===== src/rtl/mux_tree_ccff_cfg.sv =====
// mux_tree_ccff_cfg
//   N_IN-input routing multiplexer with built-in configuration memory.
//   Select bits shift in serially on the ccff chain and only reach the
//   datapath when a commit copies the shift register into a shadow register,
//   so `out` never glitches while the chain is being programmed.
//
// Parameters
//   N_IN     number of data inputs (2..64)
//   REG_OUT  0: combinational out, 1: out registered on prog_clk
//   MEM_W    select width, derived from N_IN (not overridable)
//
// Ports
//   prog_clk    configuration / output clock, rising edge
//   pReset_n    asynchronous active-low reset
//   in          data inputs; in[0] selected after reset
//   ccff_head   serial configuration bit in
//   ccff_en     shift enable for the configuration chain
//   cfg_commit  request to copy shift register into shadow register
//   ccff_tail   serial bit out to the next cell (shift register MSB)
//   mem         active select value (shadow register)
//   mem_inv     bitwise complement of mem
//   out         selected data bit
//   cfg_ready   at least MEM_W bits shifted since last commit or reset
//   cfg_err     sticky: commit requested while cfg_ready was low
module mux_tree_ccff_cfg #(
  parameter  int N_IN    = 4,
  parameter  int REG_OUT = 0,
  localparam int MEM_W   = $clog2(N_IN)
) (
  input  logic             prog_clk,
  input  logic             pReset_n,
  input  logic [N_IN-1:0]  in,
  input  logic             ccff_head,
  input  logic             ccff_en,
  input  logic             cfg_commit,
  output logic             ccff_tail,
  output logic [MEM_W-1:0] mem,
  output logic [MEM_W-1:0] mem_inv,
  output logic             out,
  output logic             cfg_ready,
  output logic             cfg_err
);

  localparam int CNT_W = $clog2(MEM_W + 1);
  localparam logic [CNT_W-1:0] CNT_FULL = CNT_W'(MEM_W);

  if (N_IN < 2 || N_IN > 64) begin : g_bad_n_in
    $error("mux_tree_ccff_cfg: N_IN must be in 2..64");
  end

  logic [MEM_W-1:0] sreg;
  logic [MEM_W-1:0] sreg_next;
  logic [MEM_W-1:0] shadow;
  logic [CNT_W-1:0] cnt;
  logic [CNT_W-1:0] cnt_next;
  logic             commit_ok;
  logic             commit_bad;
  logic             out_c;

  // Single-bit memory has nothing to shift through; the head loads directly.
  if (MEM_W == 1) begin : g_shift_1
    assign sreg_next = ccff_head;
  end else begin : g_shift_n
    assign sreg_next = {sreg[MEM_W-2:0], ccff_head};
  end

  assign cfg_ready  = (cnt == CNT_FULL);
  assign commit_ok  = cfg_commit && cfg_ready;
  assign commit_bad = cfg_commit && !cfg_ready;

  // An accepted commit restarts the count; a shift on the same edge is the
  // first bit of the next configuration, so the count restarts at 1.
  always_comb begin
    cnt_next = cnt;
    if (commit_ok) begin
      cnt_next = ccff_en ? CNT_W'(1) : '0;
    end else if (ccff_en && (cnt != CNT_FULL)) begin
      cnt_next = cnt + CNT_W'(1);
    end
  end

  always_ff @(posedge prog_clk or negedge pReset_n) begin
    if (!pReset_n) begin
      sreg    <= '0;
      shadow  <= '0;
      cnt     <= '0;
      cfg_err <= 1'b0;
    end else begin
      if (ccff_en) begin
        sreg <= sreg_next;
      end
      // Shadow takes the pre-shift value even when a shift happens together.
      if (commit_ok) begin
        shadow <= sreg;
      end
      if (commit_bad) begin
        cfg_err <= 1'b1;
      end
      cnt <= cnt_next;
    end
  end

  // Codes at or above N_IN match no input and yield 0.
  always_comb begin
    out_c = 1'b0;
    for (int unsigned i = 0; i < N_IN; i++) begin
      if (shadow == MEM_W'(i)) begin
        out_c = in[i];
      end
    end
  end

  if (REG_OUT != 0) begin : g_reg_out
    logic out_q;
    always_ff @(posedge prog_clk or negedge pReset_n) begin
      if (!pReset_n) begin
        out_q <= 1'b0;
      end else begin
        out_q <= out_c;
      end
    end
    assign out = out_q;
  end else begin : g_comb_out
    assign out = out_c;
  end

  assign ccff_tail = sreg[MEM_W-1];
  assign mem       = shadow;
  assign mem_inv   = ~shadow;

endmodule


===== config.mk =====
export PLATFORM = sky130hd
export DESIGN_NAME = mux_tree_ccff_cfg
export DESIGN_NICKNAME = d
export VERILOG_FILES = /design/src/rtl/mux_tree_ccff_cfg.sv
export SDC_FILE = /design/constraint.sdc
export NUM_CORES = 1
export LEC_CHECK = 0
export CORE_AREA = 3 3 40 42
export CTS_CLUSTER_DIAMETER = 120
export CTS_CLUSTER_SIZE = 24
export DETAILED_ROUTE_END_ITERATION = 10
export DIE_AREA = 0 0 43 45
export DONT_BUFFER_PORTS = 1
export GPL_TIMING_DRIVEN = 1
export PLACE_DENSITY = 0.5
export SYNTH_ARGS = -nofsm -noshare
export SYNTH_HDL_FRONTEND = slang
export SYNTH_SLANG_ARGS = --single-unit

===== constraint.sdc =====
create_clock -name prog_clk -period 2 [get_ports prog_clk]
set_input_delay 0.2 -clock prog_clk [delete_from_list [all_inputs] [get_ports prog_clk]]
set_output_delay 0.2 -clock prog_clk [all_outputs]
set_load 0.05 [all_outputs]

==> summary.md <==
| Metric | Value |
|---|---|
| Status | finished, final reports clean |
| Layout cell share with drive strength beyond 1 | 0.375 |
| Die Area | 1940 um2 |
| FF-to-FF End | mem[1]$_DFFE_PN0P_ |
| Setup crit end kind | primary output |
| First-pass GRT wire length | 1070 um |
| Final ANT Viol Nets | 0 |
| Post-Synth XOR/XNOR Area | 0 |
| Fill cells | 128 |
| Area Growth Syn to Fin | 20.3% |
| Initial antenna violation count | 0 |
| Mux share of post-synthesis cell area | 0.279 |
| Vias per cell | 4.64 |
| Cell Area, Placed | 379 um2 |
| Pin count of the biggest net entering global routing | 8 |
| DIE WIDTH | 43 um |
| Worst r2r src | mem[1]$_DFFE_PN0P_ |
| Setup violators final | 0 |
| Worst r2r path cells | 1 |
| Largest family of logic cells by synthesized area | multiplexers |
| Worst clock skew | 0.00265 ns |
| CTS tree | yes |
| H-tree depth | 1 |
| Final global-route overflow total | 0 |
| Input/output buffers | 0 |
| DR DRC count | 0 |
| Flop-to-flop setup slack | about 0.95 ns |
| Synth Instances | 25 |
| RSZ-0062 raised after global routing | no |
| Yosys warnings | 0 |
| Max VDD drop | 0.417 mV |
| DR pass1 iterations | 3 |
| Max-cap violations | 0 |
| HP Class | input port to register |
| Final worst-path cycle share | 0.843 |
| Relative slew slack | 0.637 |
| Diode count | 0 |
| All-Layer GR Usage | 0.0850 |
| Post-Synth Simple-Gate Area | 0.145 |
| P_leak | 0.202 nW |
| Vias in the first global route | ~240 |
| F_max | 593 MHz |
| Hold Path Depth | 2 |
| Cell family with most CP delay | flip-flops |
| Routed via count | 218 |
| WP depth | 1 |
| Crit path time final | 1.69 ns |
| Worst Hold Path EP | cfg_err$_DFFE_PN0P_ |
| Sink Count | 7 |
| Adder-Cell Fraction of Synth Area | 0 |
| Arr. time, crit path | 1.49 ns |
| Final Cell Area | 415 um2 |
| Mapped Avg Cell Area | 13.8 um2 |
| CP max-delay cell | dfrtp_1 |
| Worst-Skew Late Latency | 0.25 ns |
| Synthesized cell area | 345 um2 |
| Final nets | 42 |
| Post-Syn Nets | 34 |
| Reg clk slew, reported paths | ~0.050 ns |
| Setup_tns | 0 ns |
| Critical path required time | 1.80 ns |
| Worst setup SP type | register |
| Crit-path max cell delay | a little under 0.7 ns |
| Core Area | 1280 um2 |
| Flop and latch count out of synthesis | 7 |
| Drt initial violations | 5 |
| Hold path startpoint | cfg_commit |
| IO Pins | 17 |
| Final Max Slew Viols | 0 |
| CP Class | register to primary output |
| Final RePlAce weighted congestion | 0.669 |
| Worst slew pin tran | 0.544 ns |
| Overall routed net length | 630 um |
| Critical path peak fanout | 4 |
| Rows | 13 |
| Clk root buf | clkbuf_4 |
| Final Hold Viols | 0 |
| Post-DP HPWL | 502 um |
| Num CTS Buffers | 3 |
| Die height | 45 um |
| Netlist cell types | 13 |
| Initial Util | 0.269 |
| WP buf/inv | 0 |
| Drt wl/cell | 13.4 um |
| Sequential share of the synthesized area | 0.507 |
| Complex-gate fraction of the synthesized area | 0.0362 |
| CP Cell Sequence | mux4_2 |
| Power Density | 1720 nW/um2 |
| CTS max path bufs | 2 |
[through the flow]
stage	power, mW	utilization	cells	hold slack [ns]	setup slack, ns
after floorplan	0.541	-	25	-0.0956	0.415
after global placement	0.581	0.295	42	-0.0954	0.598
final	0.713	0.323	47	0.0890	0.314
after detailed placement	0.591	0.295	42	-0.0954	0.574
after CTS	0.727	0.323	47	0.0802	0.293
after global routing	0.755	0.323	47	0.0661	0.264
[Yosys cell counts (all sizes together)]
library cell | count | area share
o21ai | 1 | 0.014
nor2b | 2 | 0.036
o21bai | 1 | 0.022
nand2 | 1 | 0.011
dfrtp | 7 | 0.51
mux2 | 5 | 0.18
inv | 3 | 0.033
nand2b | 1 | 0.018
nand3b | 1 | 0.058
mux4 | 1 | 0.065
or2b | 1 | 0.022
mux2i | 1 | 0.029
[how the worst max path moves through the flow]
stage	from	endpoint	slack, ns
after CTS	mem[1]$_DFFE_PN0P_	out	0.29
after floorplan	mem[0]$_DFFE_PN0P_	out	0.41
after detailed placement	mem[1]$_DFFE_PN0P_	out	0.57
after global placement	mem[1]$_DFFE_PN0P_	out	0.60
after global routing	mem[1]$_DFFE_PN0P_	out	0.26
final	mem[1]$_DFFE_PN0P_	out	0.31
[final cells by class]
cell class,instances,area [um2],area share
flip-flops and latches,7,175,0.422
well taps,15,18.8,0.0452
inverters,3,11.3,0.0271
repair buffers,3,25.0,0.0602
clock buffers,4,26.3,0.0633
multi-input cells,15,159,0.383
[metal layers]
layer / part of all wire / global-route usage / vias up
li1: - / - / 99
met1: 0.37 / 0.0721 / 102
met2: 0.45 / 0.123 / 15
met3: 0.16 / 0.0637 / 2
met4: 0.017 / 0.0904 / 0
met5: 0 / 0 / -
[state kept, by name, summed over array words and instances, names as in the netlist]
| register | cells |
|---|---|
| mem | 2 |
| sreg | 2 |
| cfg_err | 1 |
| cnt | 2 |
[layout by cell type (no fill, tap or decap)]
| master | n |
|---|---|
| nand2b_1 | 1 |
| nor2b_1 | 2 |
| o21ai_0 | 1 |
| dlygate4sd3_1 | 1 |
| nand2_1 | 1 |
| mux2_4 | 2 |
| dfrtp_1 | 7 |
| o21bai_1 | 1 |
| mux2_2 | 3 |
| clkbuf_1 | 1 |
| mux2i_1 | 1 |
| buf_4 | 2 |
| mux4_2 | 1 |
| or2b_1 | 1 |
| clkbuf_4 | 3 |
| nand3b_4 | 1 |
| inv_1 | 3 |
[where the power goes]
part | total [mW] | internal (mW) | switching (mW)
Clock | 0.127 | 0.0761 | 0.0512
Combinational | 0.317 | 0.103 | 0.214
Sequential | 0.268 | 0.178 | 0.0901
Total | 0.713 | 0.357 | 0.355
[logic make-up after synthesis]
kind of cell           after synthesis
and+or+nand+nor                      6
DFF                                  7
muxes                                7
buffers and inverters                3
AOI/OAI and AO/OA                    2
[timing repair]
action,in CTS,in global routing
gates resized for setup,0,0
hold buffers,1,0
endpoints found under the hold margin,7,0
buffers inserted,0,0
Note: power is estimated with default switching activity, not from simulation.
==> RTL change (same flow settings) <==
Register the output `cfg_err` once more, cleared by the reset; this adds one clock of latency there. The other outputs are not delayed to match.
--- a/src/rtl/mux_tree_ccff_cfg.sv
+++ b/src/rtl/mux_tree_ccff_cfg.sv
@@ -46,2 +46,4 @@
 
+  logic cfg_err_s0;
+
   if (N_IN < 2 || N_IN > 64) begin : g_bad_n_in
@@ -86,3 +88,3 @@
       cnt     <= '0;
-      cfg_err <= 1'b0;
+      cfg_err_s0 <= 1'b0;
     end else begin
@@ -96,3 +98,3 @@
       if (commit_bad) begin
-        cfg_err <= 1'b1;
+        cfg_err_s0 <= 1'b1;
       end
@@ -130,2 +132,10 @@
 
+  always_ff @(posedge prog_clk or negedge pReset_n) begin
+    if (!pReset_n) begin
+      cfg_err <= '0;
+    end else begin
+      cfg_err <= cfg_err_s0;
+    end
+  end
+
 endmodule
Function: changed (Yosys sat finds a counterexample within 4 cycles, from zero or initial values and one cycle with pReset_n low).
==> RTL change against the unedited design <==
  * Die area stayed put
  * Worst setup slack improved by 5.2 ps
  * Cell area up 5.1%
  * Synthesized area increased by 7.2%
  * Total power is 1.7% higher
  * Synthesized cell count grew 4.0%
  * Wire length is 5.2% higher
  * Sequential cell count increased by 1
  * Sequential power is 8.6% higher
  * Cell count unchanged
  * Highest routed layer is now met3
==> RTL change: results (changes against the unedited design) <==
* Status: complete, no violations
* Mean Syn Cell Area at 14.2 um^2 (+3.1%)
* Met3 usage at 0.0757 (+0.0120)
* Crit-path slowest cell: dfrtp_1
* Critical path type: reg -> out
* LEAKAGE at 0.000210 uW (+3.7%)
* H-tree depth at 1 (unchanged)
* Worst-Margin Slew at 546 ps (+1.83 ps)
* Tot GR Track Use at 0.0799 (-0.00512)
* Hold Vio Cnt, Final at 0 (unchanged)
* CTS resizes at 0 (unchanged)
* Top cells by area, synth: dfrtp_1, mux2_2, mux2_4
* Non-Filler Instances at 47 (unchanged)
* R2R cell count at 1 (unchanged)
* Largest vdd supply drop at 0.511 mV (+23%)
* Gpl congestion at 0.697 (+4.2%)
* Pre-CTS setup slack at 574 ps (+0.636 ps)
* Diodes inserted at 0 (unchanged)
* CTS Root Cell: clkbuf_4
* CP max FO at 4 (unchanged)
* DR iter-0 viols at 2 (-3)
* Dpl hpwl at 550 um (+9.6%)
* Vias in the first global route at 207 (-14%)
* Crit path to: out
* Worst Skew at 2.29 ps (-0.358 ps)
* Antenna violations before repair at 0 (unchanged)
* Share of layout cells above drive strength 1 at 0.375 (unchanged)
* Grt met2 use at 0.114 (-0.00898)
* Nets at 43 (+2.4%)
* Synth cell types at 13 (unchanged)
* Global routing usage on met1 at 0.0794 (+0.00727)
* Sequential-to-total area share from yosys stat at 0.541 (+0.0333)
* Syn_nets at 35 (+2.9%)
* Post-route setup slack at 319 ps (+5.17 ps)
* Fill count at 125 (-2.3%)
* Hold buffer count at CTS at 1 (unchanged)
* Hold Crit Class: in -> reg
* Reg-to-reg startpoint: mem[1]
* Synthesis warning total at 0 (unchanged)
* R2r endpoint: mem[1]
* Global-route wire length before repair at 1070 um (unchanged)
* CP peak stage delay at 680 ps (about the same)
* WP data arrival at 1480 ps
* CP top delay family: flip-flops
* Largest net degree at the start of global routing at 9 (+1)
* Routed len/inst at 14.1 um (+5.2%)
* DR pass1 iterations at 2 (-1)
* Total number of vias at 215 (-1.4%)
* Setup bufs post-CTS at 0 (unchanged)
* Post-synth top cells: dfrtp_1, inv_1, mux2_2
RTL change: how the worst min path moves through the flow:
stage	endpoint	slack (ps)	cells past startpoint
floorplan	cfg_err	-100	0
global placement	cfg_err	-100	0
detailed placement	cfg_err	-100	0
CTS	cnt[1]	90	2
global route	cfg_err_s0	70	2
finish	cfg_err_s0	90	2
RTL change: routing by layer:
layer | share of wire | routed length [um]
met2 | 0.50 | 329
met1 | 0.36 | 240
met3 | 0.14 | 93
met4 | 0 | 0
met5 | 0 | 0
RTL change: area by class of cell:
type | count | area share
multi-input combinational | 15 | 0.364
sequential | 8 | 0.458
tap | 15 | 0.0430
inverter | 3 | 0.0258
clock buffer | 3 | 0.0516
timing repair buffer | 3 | 0.0573
RTL change: kinds of logic after synthesis:
kind of cell	after synthesis	synth area share
flip-flops	8	0.541
AO/OA/AOI/OAI	2	0.0338
multiplexers	7	0.260
buffers and inverters	3	0.0304
AND/OR/NAND/NOR	6	0.135
RTL change: per-stage QoR:
stage	area (um^2)	util
floorplan	370	-
global placement	404	0.315
detailed placement	404	0.315
CTS	437	0.340
global route	437	0.340
finish	437	0.340
RTL change: power breakdown:
| group | switching [uW] | internal (uW) | total (uW) | leakage, uW |
|---|---|---|---|---|
| Sequential | 92.5 | 198 | 291 | 0.0000897 |
| Clock | 48.3 | 68.2 | 117 | 0.0000138 |
| Combinational | 214 | 103 | 317 | 0.000107 |
